--- src/rtl/flash_adc_pkg.sv ---
// Shared types and widths for the 3-bit flash ADC decoder and its conversion sequencer.
package flash_adc_pkg;

  localparam int unsigned CODE_W = 3;
  localparam int unsigned ACC_W  = 6;
  localparam int unsigned OSR_W  = 2;
  localparam int unsigned CNT_W  = 4;

  typedef enum logic [1:0] {
    IDLE    = 2'd0,
    SAMPLE  = 2'd1,
    CONVERT = 2'd2
  } state_e;

  // Number of captures per burst for a given oversampling exponent.
  function automatic logic [CNT_W-1:0] osr_count(input logic [OSR_W-1:0] osr_log2);
    return CNT_W'(1) << osr_log2;
  endfunction

endpackage

--- src/rtl/flash_adc_seq_if.sv ---
// Result valid/ready port between the conversion sequencer and downstream logic.
interface flash_adc_seq_if;
  import flash_adc_pkg::*;

  logic [CODE_W-1:0] res_data;
  logic              res_valid;
  logic              res_ready;

  modport master (output res_data, output res_valid, input res_ready);
  modport slave  (input res_data, input res_valid, output res_ready);

endinterface

--- src/rtl/flash_adc_accum.sv ---
// Burst accumulator: sums captured codes, flags the terminal capture and shift-divides the total.
module flash_adc_accum
  import flash_adc_pkg::*;
(
  input  logic              clk,
  input  logic              rst_n,
  input  logic              clear_i,
  input  logic              add_i,
  input  logic [OSR_W-1:0]  osr_log2_i,
  input  logic [CODE_W-1:0] code_i,
  output logic              last_o,
  output logic [CODE_W-1:0] result_o
);

  logic [ACC_W-1:0] acc_q, acc_d;
  logic [ACC_W-1:0] sum;
  logic [CNT_W-1:0] cnt_q, cnt_d;

  always_comb begin
    sum      = acc_q + ACC_W'(code_i);
    last_o   = (cnt_q + CNT_W'(1)) == osr_count(osr_log2_i);
    result_o = CODE_W'(sum >> osr_log2_i);
    acc_d    = acc_q;
    cnt_d    = cnt_q;
    if (clear_i) begin
      acc_d = '0;
      cnt_d = '0;
    end else if (add_i) begin
      acc_d = sum;
      cnt_d = cnt_q + CNT_W'(1);
    end
  end

  always_ff @(posedge clk) begin
    if (!rst_n) begin
      acc_q <= '0;
      cnt_q <= '0;
    end else begin
      acc_q <= acc_d;
      cnt_q <= cnt_d;
    end
  end

endmodule

--- src/rtl/flash_adc_seq.sv ---
// Conversion sequencer: paces sample/convert phases, captures decoder codes and
// presents the oversampled average on a valid/ready port.
module flash_adc_seq
  import flash_adc_pkg::*;
#(
  parameter int unsigned SAMP_W      = 4,
  parameter int unsigned EOC_TIMEOUT = 4
) (
  input  logic              clk,
  input  logic              rst_n,
  input  logic              start,
  input  logic              cont,
  input  logic [SAMP_W-1:0] samp_cycles,
  input  logic [OSR_W-1:0]  osr_log2,
  output logic              samp,
  input  logic [CODE_W-1:0] dec_code,
  input  logic              dec_eoc,
  flash_adc_seq_if.master   res,
  output logic              busy,
  output logic              overrun,
  output logic              timeout
);

  localparam int unsigned TO_W = (EOC_TIMEOUT > 1) ? $clog2(EOC_TIMEOUT) : 1;

  state_e             state_q, state_d;
  logic [SAMP_W-1:0]  samp_len_q, samp_len_d;
  logic [OSR_W-1:0]   osr_q, osr_d;
  logic [SAMP_W-1:0]  tmr_q, tmr_d;
  logic [TO_W-1:0]    to_q, to_d;
  logic [CODE_W-1:0]  res_data_q, res_data_d;
  logic               res_valid_q, res_valid_d;
  logic               overrun_q, overrun_d;
  logic               timeout_q, timeout_d;
  logic               samp_q, samp_d;

  logic               acc_clear, acc_add, acc_last, load;
  logic [CODE_W-1:0]  acc_result;

  flash_adc_accum u_accum (
    .clk        (clk),
    .rst_n      (rst_n),
    .clear_i    (acc_clear),
    .add_i      (acc_add),
    .osr_log2_i (osr_q),
    .code_i     (dec_code),
    .last_o     (acc_last),
    .result_o   (acc_result)
  );

  always_comb begin
    state_d    = state_q;
    samp_len_d = samp_len_q;
    osr_d      = osr_q;
    tmr_d      = tmr_q;
    to_d       = to_q;
    timeout_d  = timeout_q;
    acc_clear  = 1'b0;
    acc_add    = 1'b0;
    load       = 1'b0;

    unique case (state_q)
      IDLE: begin
        if (start || cont) begin
          state_d    = SAMPLE;
          samp_len_d = (samp_cycles == '0) ? SAMP_W'(1) : samp_cycles;
          osr_d      = osr_log2;
          tmr_d      = '0;
          acc_clear  = 1'b1;
        end
      end
      SAMPLE: begin
        if (tmr_q == samp_len_q - SAMP_W'(1)) begin
          state_d = CONVERT;
          to_d    = '0;
        end else begin
          tmr_d = tmr_q + SAMP_W'(1);
        end
      end
      CONVERT: begin
        if (dec_eoc) begin
          acc_add = 1'b1;
          tmr_d   = '0;
          if (acc_last) begin
            load      = 1'b1;
            acc_clear = 1'b1;
            if (cont) begin
              state_d    = SAMPLE;
              samp_len_d = (samp_cycles == '0) ? SAMP_W'(1) : samp_cycles;
              osr_d      = osr_log2;
            end else begin
              state_d = IDLE;
            end
          end else begin
            state_d = SAMPLE;
          end
        end else if (to_q == TO_W'(EOC_TIMEOUT - 1)) begin
          timeout_d = 1'b1;
          acc_clear = 1'b1;
          state_d   = IDLE;
        end else begin
          to_d = to_q + TO_W'(1);
        end
      end
      default: state_d = IDLE;
    endcase

    // Drain first, then a fresh load re-asserts valid; overrun only if the old word was not taken.
    res_data_d  = res_data_q;
    res_valid_d = res_valid_q;
    overrun_d   = overrun_q;
    if (res_valid_q && res.res_ready) res_valid_d = 1'b0;
    if (load) begin
      res_data_d  = acc_result;
      res_valid_d = 1'b1;
      if (res_valid_q && !res.res_ready) overrun_d = 1'b1;
    end

    // samp is registered from the next state so it tracks the state register exactly.
    samp_d = (state_d != CONVERT);
  end

  always_ff @(posedge clk) begin
    if (!rst_n) begin
      state_q     <= IDLE;
      samp_len_q  <= '0;
      osr_q       <= '0;
      tmr_q       <= '0;
      to_q        <= '0;
      res_data_q  <= '0;
      res_valid_q <= 1'b0;
      overrun_q   <= 1'b0;
      timeout_q   <= 1'b0;
      samp_q      <= 1'b1;
    end else begin
      state_q     <= state_d;
      samp_len_q  <= samp_len_d;
      osr_q       <= osr_d;
      tmr_q       <= tmr_d;
      to_q        <= to_d;
      res_data_q  <= res_data_d;
      res_valid_q <= res_valid_d;
      overrun_q   <= overrun_d;
      timeout_q   <= timeout_d;
      samp_q      <= samp_d;
    end
  end

  assign samp          = samp_q;
  assign busy          = (state_q != IDLE);
  assign overrun       = overrun_q;
  assign timeout       = timeout_q;
  assign res.res_data  = res_data_q;
  assign res.res_valid = res_valid_q;

endmodule

--- src/flat_wrapper.sv ---
// flat-port wrapper written by rule: the top's interface ports become plain ports
module flash_adc_seq_flat import flash_adc_pkg::*;
#(
  parameter int unsigned SAMP_W      = 4,
  parameter int unsigned EOC_TIMEOUT = 4
)
  (clk, rst_n, start, cont, samp_cycles, osr_log2, samp, dec_code, dec_eoc, busy, overrun, timeout, res_res_data, res_res_valid, res_res_ready);
  flash_adc_seq_if res_i ();
  input  logic clk;
  input  logic rst_n;
  input  logic start;
  input  logic cont;
  input  logic [SAMP_W-1:0] samp_cycles;
  input  logic [OSR_W-1:0] osr_log2;
  output logic samp;
  input  logic [CODE_W-1:0] dec_code;
  input  logic dec_eoc;
  output logic busy;
  output logic overrun;
  output logic timeout;
  output wire logic [$bits(res_i.res_data)-1:0] res_res_data;
  output wire logic [$bits(res_i.res_valid)-1:0] res_res_valid;
  input wire logic [$bits(res_i.res_ready)-1:0] res_res_ready;
  assign res_res_data = res_i.res_data;
  assign res_res_valid = res_i.res_valid;
  assign res_i.res_ready = res_res_ready;
  flash_adc_seq #(.SAMP_W(SAMP_W), .EOC_TIMEOUT(EOC_TIMEOUT)) u_core (.clk(clk), .rst_n(rst_n), .start(start), .cont(cont), .samp_cycles(samp_cycles), .osr_log2(osr_log2), .samp(samp), .dec_code(dec_code), .dec_eoc(dec_eoc), .res(res_i), .busy(busy), .overrun(overrun), .timeout(timeout));
endmodule
--- config.mk ---
export PLATFORM = sky130hd
export DESIGN_NAME = flash_adc_seq_flat
export DESIGN_NICKNAME = d
export VERILOG_FILES = /design/src/rtl/flash_adc_pkg.sv /design/src/rtl/flash_adc_seq_if.sv /design/src/rtl/flash_adc_accum.sv /design/src/rtl/flash_adc_seq.sv /design/src/flat_wrapper.sv
export SDC_FILE = /design/constraint.sdc
export NUM_CORES = 1
export LEC_CHECK = 0
export CAP_MARGIN = 20
export CORE_MARGIN = 5
export CORE_UTILIZATION = 40
export CTS_CLUSTER_DIAMETER = 200
export DETAILED_ROUTE_END_ITERATION = 7
export GPL_ROUTABILITY_DRIVEN = 0
export GPL_TIMING_DRIVEN = 1
export SYNTH_ARGS = -nofsm -noshare
export SYNTH_HDL_FRONTEND = slang
export SYNTH_HIERARCHICAL = 1
export SYNTH_SLANG_ARGS = --single-unit
--- constraint.sdc ---
create_clock -name clk -period 5.01 [get_ports clk]
set_clock_uncertainty 0.2 [all_clocks]
set_input_delay 0.501 -clock clk [delete_from_list [all_inputs] [get_ports clk]]
set_output_delay 0.501 -clock clk [all_outputs]
set_load 0.1 [all_outputs]
# [Yosys cells after proc, flatten, opt, wreduce, memory -nomap -nowiden]
# Index checks and enable logic that the tools add are counted.
[op_classes] addsub=5 n_mul=0 n_div=0 order_cmp=0 n_eq_ne=14 shift=2 n_mux=37 bitwise_logic=2 n_reduce_logical=17
[op_table] cell="$mux 4" n=8
[op_table] cell="$mux 2" n=11
[op_table] cell="$mux 1" n=12
[op_table] cell="$ne 2x2->1 const B" n=6
[op_table] cell="$pmux 4 s3" n=1
[op_table] cell="$add 4x1->4 const B" n=2
[op_table] cell="$eq 4x4->1" n=2
[op_table] cell="$pmux 2 s2" n=2
[op_table] cell="$pmux 4 s2" n=1
[op_table] cell="$reduce_and 4->1" n=2
[op_table] cell="$reduce_bool 2->1" n=4
[op_table] cell="$add 6x3->6" n=1
[op_table] cell="$ne 2x1->1 const B" n=3
[op_table] cell="$pmux 2 s3" n=1
[op_table] cell="$shr 6x2->3" n=1
[op_table] cell="$reduce_and 5->1" n=1
[op_table] cell="$eq 2x2->1 const B" n=2
[op_table] cell="$logic_not 4->1" n=1
[op_table] cell="$shl 1x2->4 const A" n=1
[op_table] cell="$sub 4x1->4 const B" n=1
[op_table] cell="$reduce_and 3->1" n=1
[op_table] cell="$reduce_bool 3->1" n=1
[op_table] cell="$add 2x1->2 const B" n=1
[op_table] cell="$eq 2x1->1 const B" n=1
[op_table] cell="other kinds (8)" n=10
[totals] reg_bits=31 latchBits=0 ram_bits=0 rom_bits=0 inputBits=15 out_inout_bits=8 wordCells=89 n_memories=0

# [Logic depth before layout (Yosys ltp)]
# Gate-level depths: netlist (run 1).
[logic_depth] ltp_word=6 ltp_mapped=12 depth_no_buf=11

# [By module]
# Netlist (run 1), hierarchy kept.
[by_module_without_submodules] mod="flash_adc_seq" n_inst=1 cells_per_inst=115 area_each_um2=1041.0 seq_area_each_um2=420.4
[by_module_without_submodules] mod="flash_adc_accum" n_inst=1 cells_per_inst=100 area_each_um2=807.0 seq_area_each_um2=200.2

# [Least setup slack after synthesis (run 1)]
# No wires, ideal clock.
[synth_path] kind="register to register" start="register u_core.u_accum.cnt_q[1]" end="register u_core.u_accum.acc_q[2]" setup_ns=0.086 arrival_ns=2.180 required_ns=4.724 setup_slack_ns=2.545 path_stages_with_launch=13 path_buffers=1 period_less_slack_ns=2.465 path_cell_list="dfxtp_1 -> ha_1 -> and2_1 -> a21oi_1 -> o22a_1 -> a211oi_2 -> a31o_2 -> mux2_2 -> nand2_1 -> a21oi_1 -> nand2b_1 -> clkbuf_1 -> a211oi_1"
[synth_via] elab_chain_len=6
[synth_lines] element="start, declared" line="flash_adc_accum.sv:17" text="logic [CNT_W-1:0] cnt_q, cnt_d;"
[synth_lines] element="start signal, assigned" line="flash_adc_accum.sv:40" text="cnt_q <= cnt_d;"
[synth_lines] element="$add 4x1->4" line="flash_adc_accum.sv:21" text="last_o = (cnt_q + CNT_W'(1)) == osr_count(osr_log2_i);"
[synth_lines] element="$eq 4x4->1" line="flash_adc_accum.sv:21"
[synth_lines] element="net u_core.acc_last" line="flash_adc_seq.sv:37" text="logic acc_clear, acc_add, acc_last, load;"
[synth_lines] element="$mux 1" line="flash_adc_seq.sv:84" text="if (acc_last) begin"
[synth_lines] element="$mux 1" line="flash_adc_seq.sv:81" text="if (dec_eoc) begin"
[synth_lines] element="$pmux 1 s2" line="flash_adc_seq.sv:62" text="unique case (state_q)"
[synth_lines] element="net u_core.acc_clear" line="flash_adc_seq.sv:37"
[synth_lines] element="$reduce_or 2->1 (no source line)"
[synth_lines] element="end signal, assigned" line="flash_adc_accum.sv:36" text="acc_q <= '0;"
[synth_lines] element="end signal, assigned" line="flash_adc_accum.sv:39" text="acc_q <= acc_d;"
[synth_lines] element="end, declared" line="flash_adc_accum.sv:15" text="logic [ACC_W-1:0] acc_q, acc_d;"
# The timed path passes the listed nets, and every way through them passes these cells.
# A chain may end at the register's enable or synchronous reset.

# [Final worst setup path (run 1)]
[layout_path] start="register u_core.u_accum.cnt_q[0]" end="register u_core.u_accum.acc_q[2]"
# The elaborated chain is that of the path after synthesis.

==> results of run 1 <==
==> tightest hold or removal path, delay by kind of cell (launching register included) <==
family             cells  cell delay (ps)
DFF                    1              310
and+or+nand+nor        1               50
AOI/OAI and AO/OA      1               50
==> worst min path at each step <==
stage / from / end / slack, ps / cells past startpoint
after CTS: u_core/res.res_data[0]$_SDFFE_PN0P_ / u_core/res.res_data[0]$_SDFFE_PN0P_ / 260 / 2
after floorplan: u_core/to_q[1]$_SDFFE_PN0P_ / u_core/to_q[1]$_SDFFE_PN0P_ / 250 / 2
after global routing: u_core/overrun$_SDFFE_PN0P_ / u_core/overrun$_SDFFE_PN0P_ / 290 / 1
after detailed placement: u_core/res.res_data[0]$_SDFFE_PN0P_ / u_core/res.res_data[0]$_SDFFE_PN0P_ / 250 / 2
final: u_core/res.res_data[0]$_SDFFE_PN0P_ / u_core/res.res_data[0]$_SDFFE_PN0P_ / 260 / 2
after global placement: u_core/res.res_data[0]$_SDFFE_PN0P_ / u_core/res.res_data[0]$_SDFFE_PN0P_ / 250 / 2
==> registers in the layout (all words and copies together), names as in the netlist <==
register / count
u_core/samp_len_q: 4
u_core/osr_q: 2
u_core/overrun: 1
u_core/u_accum/cnt_q: 4
u_core/state_q: 2
u_core/res.res_data: 3
u_core/timeout: 1
u_core/res.res_valid: 1
u_core/tmr_q: 4
u_core/samp: 1
u_core/to_q: 2
u_core/u_accum/acc_q: 6
==> Yosys cell counts (all sizes together), types with 5 or more instances <==
cell type | instances | area, sq um
dfxtp | 31 | 620.6
nand2 | 22 | 85.09
nor2 | 21 | 78.83
a21oi | 13 | 68.82
mux2i | 13 | 130.1
inv | 10 | 37.54
nand3 | 10 | 50.05
nor2b | 8 | 50.05
ha | 7 | 87.58
xor2 | 7 | 61.31
a21boi | 6 | 45.04
buf | 5 | 40.04
nor3 | 5 | 36.29
o21ai | 5 | 36.29
xnor2 | 5 | 43.79
==> cell type report <==
| class | instances | area share [%] |
|---|---|---|
| Clock buffer | 6 | 3.330 |
| Clock inverter | 1 | 1.378 |
| Inverter | 10 | 1.722 |
| Multi-Input combinational cell | 165 | 52.01 |
| Sequential cell | 31 | 28.47 |
| Tap cell | 52 | 2.985 |
| Timing Repair Buffer | 22 | 10.10 |
==> kinds of logic after synthesis <==
family          Yosys count  synth area share, %
compound gates           45                17.74
fa+ha+maj                 8                5.822
simple gates             84                22.55
mux                      15                8.260
flops                    31                33.58
xor+xnor                 13                6.973
buf+inv                  19                5.078
==> layout by cell type (no fill, tap or decap), types with 5 or more instances in the layout <==
master                             n
sky130_fd_sc_hd__xnor2_1           5
sky130_fd_sc_hd__clkdlybuf4s50_1  22
sky130_fd_sc_hd__dfxtp_1          31
sky130_fd_sc_hd__inv_1             8
sky130_fd_sc_hd__clkbuf_8          5
sky130_fd_sc_hd__a21boi_1          6
sky130_fd_sc_hd__ha_1              7
sky130_fd_sc_hd__xor2_1            7
sky130_fd_sc_hd__nor2b_1           8
sky130_fd_sc_hd__mux2i_1          13
sky130_fd_sc_hd__nand3_1          10
sky130_fd_sc_hd__a21oi_1          12
sky130_fd_sc_hd__nor2_1           21
sky130_fd_sc_hd__nand2_1          21
==> power groups by stage <==
stage	registers, uW	logic (uW)	clock network, uW
5_1_grt	263	94.9	255
3_5_place_dp	268	86.2	0
6_report	262	85.7	234
3_3_place_gp	268	85.1	0
2_1_floorplan	264	65.2	0
4_1_cts	262	86.5	244
==> per-stage QoR <==
| stage | hold WS (ps) | total power (uW) | cells | utilization (%) |
|---|---|---|---|---|
| 2_1_floorplan | 246.1 | 329.2 | 215 | - |
| 3_3_place_gp | 250.5 | 353.0 | 280 | 47.05 |
| 3_5_place_dp | 252.9 | 354.1 | 280 | 47.05 |
| 4_1_cts | 261.9 | 592.3 | 287 | 49.38 |
| 5_1_grt | 291.1 | 613.3 | 287 | 49.38 |
| 6_report | 257.5 | 581.6 | 287 | 49.38 |
==> layer usage <==
metal | vias to the layer above | routed length, um | global-route usage, %
met1 | 667 | 1800 | 16.67
met5 | - | 0 | 0
met3 | 5 | 99 | 3.588
met2 | 15 | 1570 | 18.20
met4 | 0 | 36 | 4.561
li1 | 777 | - | -
==> summary.md, run 1 <==
| Metric | Value |
|---|---|
| Outcome | completed |
| Worst reg2reg startpoint | u_core/u_accum/cnt_q[0]$_SDFFE_PP0P_ |
| Resized cells post-CTS | 0 |
| Num ports | 23 |
| Final setup violation count | 0 |
| Post-synth design cell area | 1848 sq um |
| Hold bufs inserted after CTS | 0 |
| Measured slew at the worst slew-check pin | 971.4 ps |
| Number of hold violations in the final report | 0 |
| Critical path launch point | u_core/u_accum/cnt_q[0]$_SDFFE_PP0P_ |
| Buffers plus inverters on the worst setup path | 0 |
| Distinct cell type count after synthesis | 50 |
| Mapped Nets | 238 |
| Multi-input logic area | 1134 sq um |
| # DRC | 0 |
| Post-DP HPWL | 2554 um |
| H-Tree Level Count | 2 |
| Cells on worst reg2reg path | 11 |
| Number of post-CTS setup repair buffers | 0 |
| Largest net degree at the start of global routing | 23 |
| Flop2flop setup slack | 2190 ps |
| Internal power | 439.0 uW |
| Insertion delay to the later sink of the worst-skew pair | 270 ps |
| Register Area | approximately 620 sq um |
| Sw Share | ~25% |
| Die Outline Area | 6079 sq um |
| Post-route design area | 2180 sq um |
| Crit Path Category | flip-flop to flip-flop |
| Average vias per placed instance | 5.101 |
| CP Data Arrival Time | 2810 ps |
| Count of input and output buffers | 22 |
| Antenna violations before repair | 0 |
| Dpl cell area | 2077 sq um |
| Antenna diode count | 0 |
| Number of synthesized register bits | 31 |
| Dominant register cell in the synthesized netlist | sky130_fd_sc_hd__dfxtp_1 |
| EDFF count, synth | 0 |
| Detailed-router iteration count before antenna repair | 4 |
| Library cell contributing the largest single delay on the critical path | sky130_fd_sc_hd__dfxtp_1 |
| Least setup slack across all paths after layout | 2187 ps |
| Fraction of final layout cells with drive strength greater than 1 | under 10% |
| P_leak | just over 0.0008 uW |
| Peak supply drop | 0.1337 mV |
| Violation count after the first detailed-route iteration | 83 |
| Critical-path maximum fanout | 10 |
| Portion of total power attributed to the clock network | ~40% |
| Layout Area Growth over Synthesis | 17.94% |
| Min Tclk post-route | between 2000 and 3000 ps |
| Number of nets in the finished design | 258 |
| Number of buffers created by CTS | 5 |
| Switching Power | around 140 uW |
| Global-route wire length before repair | just over 6000 um |
| Minimum setup slack after placement | 2211 ps |
| Yosys Warn Count | 6 |
| Worst-case clock buffer depth | 2 |
| Die Width | ~80 um |
| Number of nets with antenna violations after detailed routing | 0 |
| Filler Cell Count | 425 |
| Max_cap viols | 0 |
| Aggregate routed wire length | 3506 um |
| Category of the worst setup path launch point | flip-flop |
| Wire length per cell | 12.22 um |
| Clock tree from TritonCTS | yes |
| Highest clock frequency the design can meet | ~350 MHz |
| Reg-to-reg endpoint | u_core/u_accum/acc_q[2]$_SDFFE_PP0P_ |
| Worst slew margin relative to its limit | 35.04% |
| Path length in cells of the critical path | 11 |
| Setup TNS | 0 ps |
| Post-synth ARST share | 0% |
| Overall Global Routing Usage | 12.22% |
| Die height | 77.97 um |
| Proportion of power drawn by combinational gates | 14.7% |
| Endpoint of the worst setup timing path | u_core/u_accum/acc_q[2]$_SDFFE_PP0P_ |
| Effective utilization at floorplan | 41.87% |
| Row cnt | 24 |
| Most Frequent Cell on Critical Path | sky130_fd_sc_hd__a21oi_1 |
| Pins Over Slew Limit | 0 |
| # clock sinks | 31 |
| Remaining global-route overflow | 0 |
| Unrepaired setup endpoints after global routing | false |
| Cell family with the largest share of critical-path delay | compound AO/OA/AOI/OAI gates |
| Number of global-route vias before repair | 1,337 |
| Total via count in the routed design | 1,464 |
| Largest stage delay on the critical path | between 300 and 400 ps |
| Class of the tightest hold or removal check | flip-flop to flip-flop |
| Power density over cell area | 266.8 nW/um^2 |
| Final worst path period share | a little under three fifths |
| Mean post-synth cell area | approximately 8.6 sq um |
| Cells along the critical path | ha_1, and2_1, a21oi_1, o22a_1, a211oi_2, a31o_2, mux2_2, nand2_1, a21oi_1, nand2b_1, a211oi_1 |
| Sequential fraction of design power | 45.1% |
| Root buffer selected by CTS | sky130_fd_sc_hd__clkbuf_8 |
| Standard cell core area | 4414 sq um |
| Share of synthesized area occupied by flip-flops and latches | 33.58% |
| Required time of the critical path | 5000 ps |
| Synth Instances | 215 |
| CTS clock-pin slew for the worst setup and hold paths | 60 ps |
| Sort of element at the end of the critical path | flip-flop |
Note: power is estimated with default switching activity, not from simulation.
==> run 2: changes to the inputs <==
- clock period: 5.01 -> 2.65 ns (I/O delays scaled with it)
==> run 2 against run 1 <==
Flip-flop and latch count unchanged; final area increased by 3.0%; non-clock buffer count increased by 8; critical path type unchanged; critical endpoint is now u_core/samp_len_q[2]$_SDFFE_PN0P_.
==> summary.md, run 2 (synthesis gave the netlist of run 1 again) <==
| Metric | Value |
|---|---|
| Antenna diode count | 0 |
| Min Tclk post-route | around 2500 ps |
| Crit Path Category | flip-flop to flip-flop |
| Switching Power | 281.5 uW |
| Post-route design area | 2246 sq um |
| Wire length per cell | roughly 12 um |
| Most Frequent Cell on Critical Path | sky130_fd_sc_hd__buf_4 |
| Final setup violation count | 0 |
| Die Width | ~78 um |
| Cells along the critical path | ha_2, or3_1, a211oi_2, a31o_2, buf_4, nand3_1, a21oi_2, buf_4, mux2i_1, nor2b_1 |
| Antenna violations before repair | 0 |
| Most common cell after layout, fill and taps aside | sky130_fd_sc_hd__dfxtp_1 |
| Largest stage delay on the critical path | 370 ps |
| Library cell contributing the largest single delay on the critical path | sky130_fd_sc_hd__dfxtp_2 |
| Largest reg by FF count | u_core/u_accum/acc_q |
| Clock tree from TritonCTS | yes |
| Effective utilization at floorplan | 41.87% |
| Max_cap viols | 0 |
| Class of the tightest hold or removal check | flip-flop to flip-flop |
| Violation count after the first detailed-route iteration | 61 |
| H-Tree Level Count | 2 |
| Final worst path period share | 93.38% |
| Cell family with the largest share of critical-path delay | simple AND/OR/NAND/NOR gates |
| Fraction of final layout cells with drive strength greater than 1 | 16.80% |
| Flip-flop count of the largest register, all copies and words added | 6 |
| Average vias per placed instance | ~5.0 |
| Worst slew margin relative to its limit | 68.42% |
| CTS clock-pin slew for the worst setup and hold paths | approximately 70 ps |
| Buffers plus inverters on the worst setup path | 2 |
| Number of buffers created by CTS | 5 |
| Internal power | 867.6 uW |
| Outcome | completed |
| Standard cell core area | 4414 sq um |
| Filler Cell Count | 416 |
| Dpl cell area | 2117 sq um |
| Number of post-CTS setup repair buffers | 0 |
| Count of input and output buffers | 22 |
| Number of hold violations in the final report | 0 |
| Number of global-route vias before repair | roughly 1.4k |
| Die Outline Area | roughly 6100 sq um |
| Measured slew at the worst slew-check pin | 472.2 ps |
| Layout Area Growth over Synthesis | 21.53% |
| Row cnt | 24 |
| Aggregate routed wire length | about 3600 um |
| Peak supply drop | 0.2344 mV |
| Required time of the critical path | 2620 ps |
| Remaining global-route overflow | 0 |
| Worst-case clock buffer depth | 2 |
| Category of the worst setup path launch point | flip-flop |
| Sequential fraction of design power | 42.8% |
| Hold bufs inserted after CTS | 0 |
| Unrepaired setup endpoints after global routing | false |
| Global-route wire length before repair | 6023 um |
| Die height | between 70 and 80 um |
| Leading cell types in the layout, fill and taps excluded | sky130_fd_sc_hd__dfxtp_1 (30), sky130_fd_sc_hd__nand2_1 (21), sky130_fd_sc_hd__nor2_1 (21) |
| Pins Over Slew Limit | 0 |
| Sw Share | 24.50% |
| # clock sinks | 31 |
| Insertion delay to the later sink of the worst-skew pair | 280 ps |
| Num ports | 23 |
| Detailed-router iteration count before antenna repair | 4 |
| Number of nets in the finished design | 266 |
| Largest net degree at the start of global routing | 14 |
| Total via count in the routed design | 1,489 |
| Critical-path maximum fanout | 8 |
| Proportion of power drawn by combinational gates | 15.5% |
| Overall Global Routing Usage | 12.13% |
| Post-DP HPWL | 2698 um |
| Setup TNS | 0 ps |
| Flop2flop setup slack | 180 ps |
| Power density over cell area | between 500 and 600 nW/um^2 |
| CP Data Arrival Time | approximately 2500 ps |
| Root buffer selected by CTS | sky130_fd_sc_hd__clkbuf_8 |
| Highest clock frequency the design can meet | approximately 400 MHz |
| Sort of element at the end of the critical path | flip-flop |
| # DRC | 0 |
| Number of nets with antenna violations after detailed routing | 0 |
| Portion of total power attributed to the clock network | between 40% and 50% |
| P_leak | about 0.00089 uW |
| Overall power of the completed layout | 1149 uW |
==> run 2: cell type report <==
class                           count  area [sq um]  share of cell area [%]
Inverter                           10         37.54                   1.671
Multi-Input combinational cell    165          1144                   50.92
Clock inverter                      2         35.03                   1.560
Sequential cell                    31         621.8                   27.69
Tap cell                           52         65.06                   2.897
Timing Repair Buffer               30         260.3                   11.59
Clock buffer                        6         82.58                   3.677
==> run 2: worst register-to-register path: cells and delay by family, from the launching register on <==
family,cells,cell delay [ps]
AO/OA/AOI/OAI,3,460
adder cells (fa/ha/maj),1,300
buffers and inverters,2,310
flip-flops,1,370
multiplexers,1,200
AND/OR/NAND/NOR,3,530
==> run 2: final timing paths <==
| kind | start | end | cells after the start |
|---|---|---|---|
| max | u_core/u_accum/cnt_q[1]$_SDFFE_PP0P_ | u_core/samp_len_q[2]$_SDFFE_PN0P_ | 10 |
| min | u_core/res.res_data[2]$_SDFFE_PN0P_ | u_core/res.res_data[2]$_SDFFE_PN0P_ | 2 |
| max reg2reg | u_core/u_accum/cnt_q[1]$_SDFFE_PP0P_ | u_core/samp_len_q[2]$_SDFFE_PN0P_ | 10 |
| min reg2reg | u_core/res.res_data[2]$_SDFFE_PN0P_ | u_core/res.res_data[2]$_SDFFE_PN0P_ | 2 |
==> run 2: layer usage <==
| layer | up-vias | share of wire [%] | wire, um | track usage (%) |
|---|---|---|---|---|
| met2 | 18 | 47 | 1666 | 20.28 |
| met3 | 6 | 3.2 | 113 | 3.588 |
| met1 | 670 | 49 | 1746 | 14.63 |
| met5 | - | 0 | 0 | 0 |
| li1 | 795 | - | - | - |
| met4 | 0 | 1.4 | 51 | 4.561 |
==> run 2: what timing repair did <==
action,CTS,global route
resized for setup,0,4
hold endpoints to repair,0,0
setup endpoints to repair,0,15
==> run 2: power groups by stage <==
stage,sequential (uW),clock (uW),combinational [uW]
3_3_place_gp,502,0,176
6_report,491,479,178
4_1_cts,491,497,178
2_1_floorplan,499,0,123
5_1_grt,493,524,196
3_5_place_dp,502,0,177
==> run 2: metrics by stage <==
| stage | instances | hold WS (ps) | utilization (%) | setup WS, ps |
|---|---|---|---|---|
| 6_report | 296 | 260.1 | 50.88 | 175.4 |
| 3_3_place_gp | 288 | 245.3 | 47.96 | 95.04 |
| 5_1_grt | 296 | 292.7 | 50.88 | 2.872 |
| 3_5_place_dp | 288 | 251.8 | 47.96 | 36.52 |
| 2_1_floorplan | 215 | 225.4 | - | 184.8 |
| 4_1_cts | 296 | 264.4 | 50.62 | 26.32 |
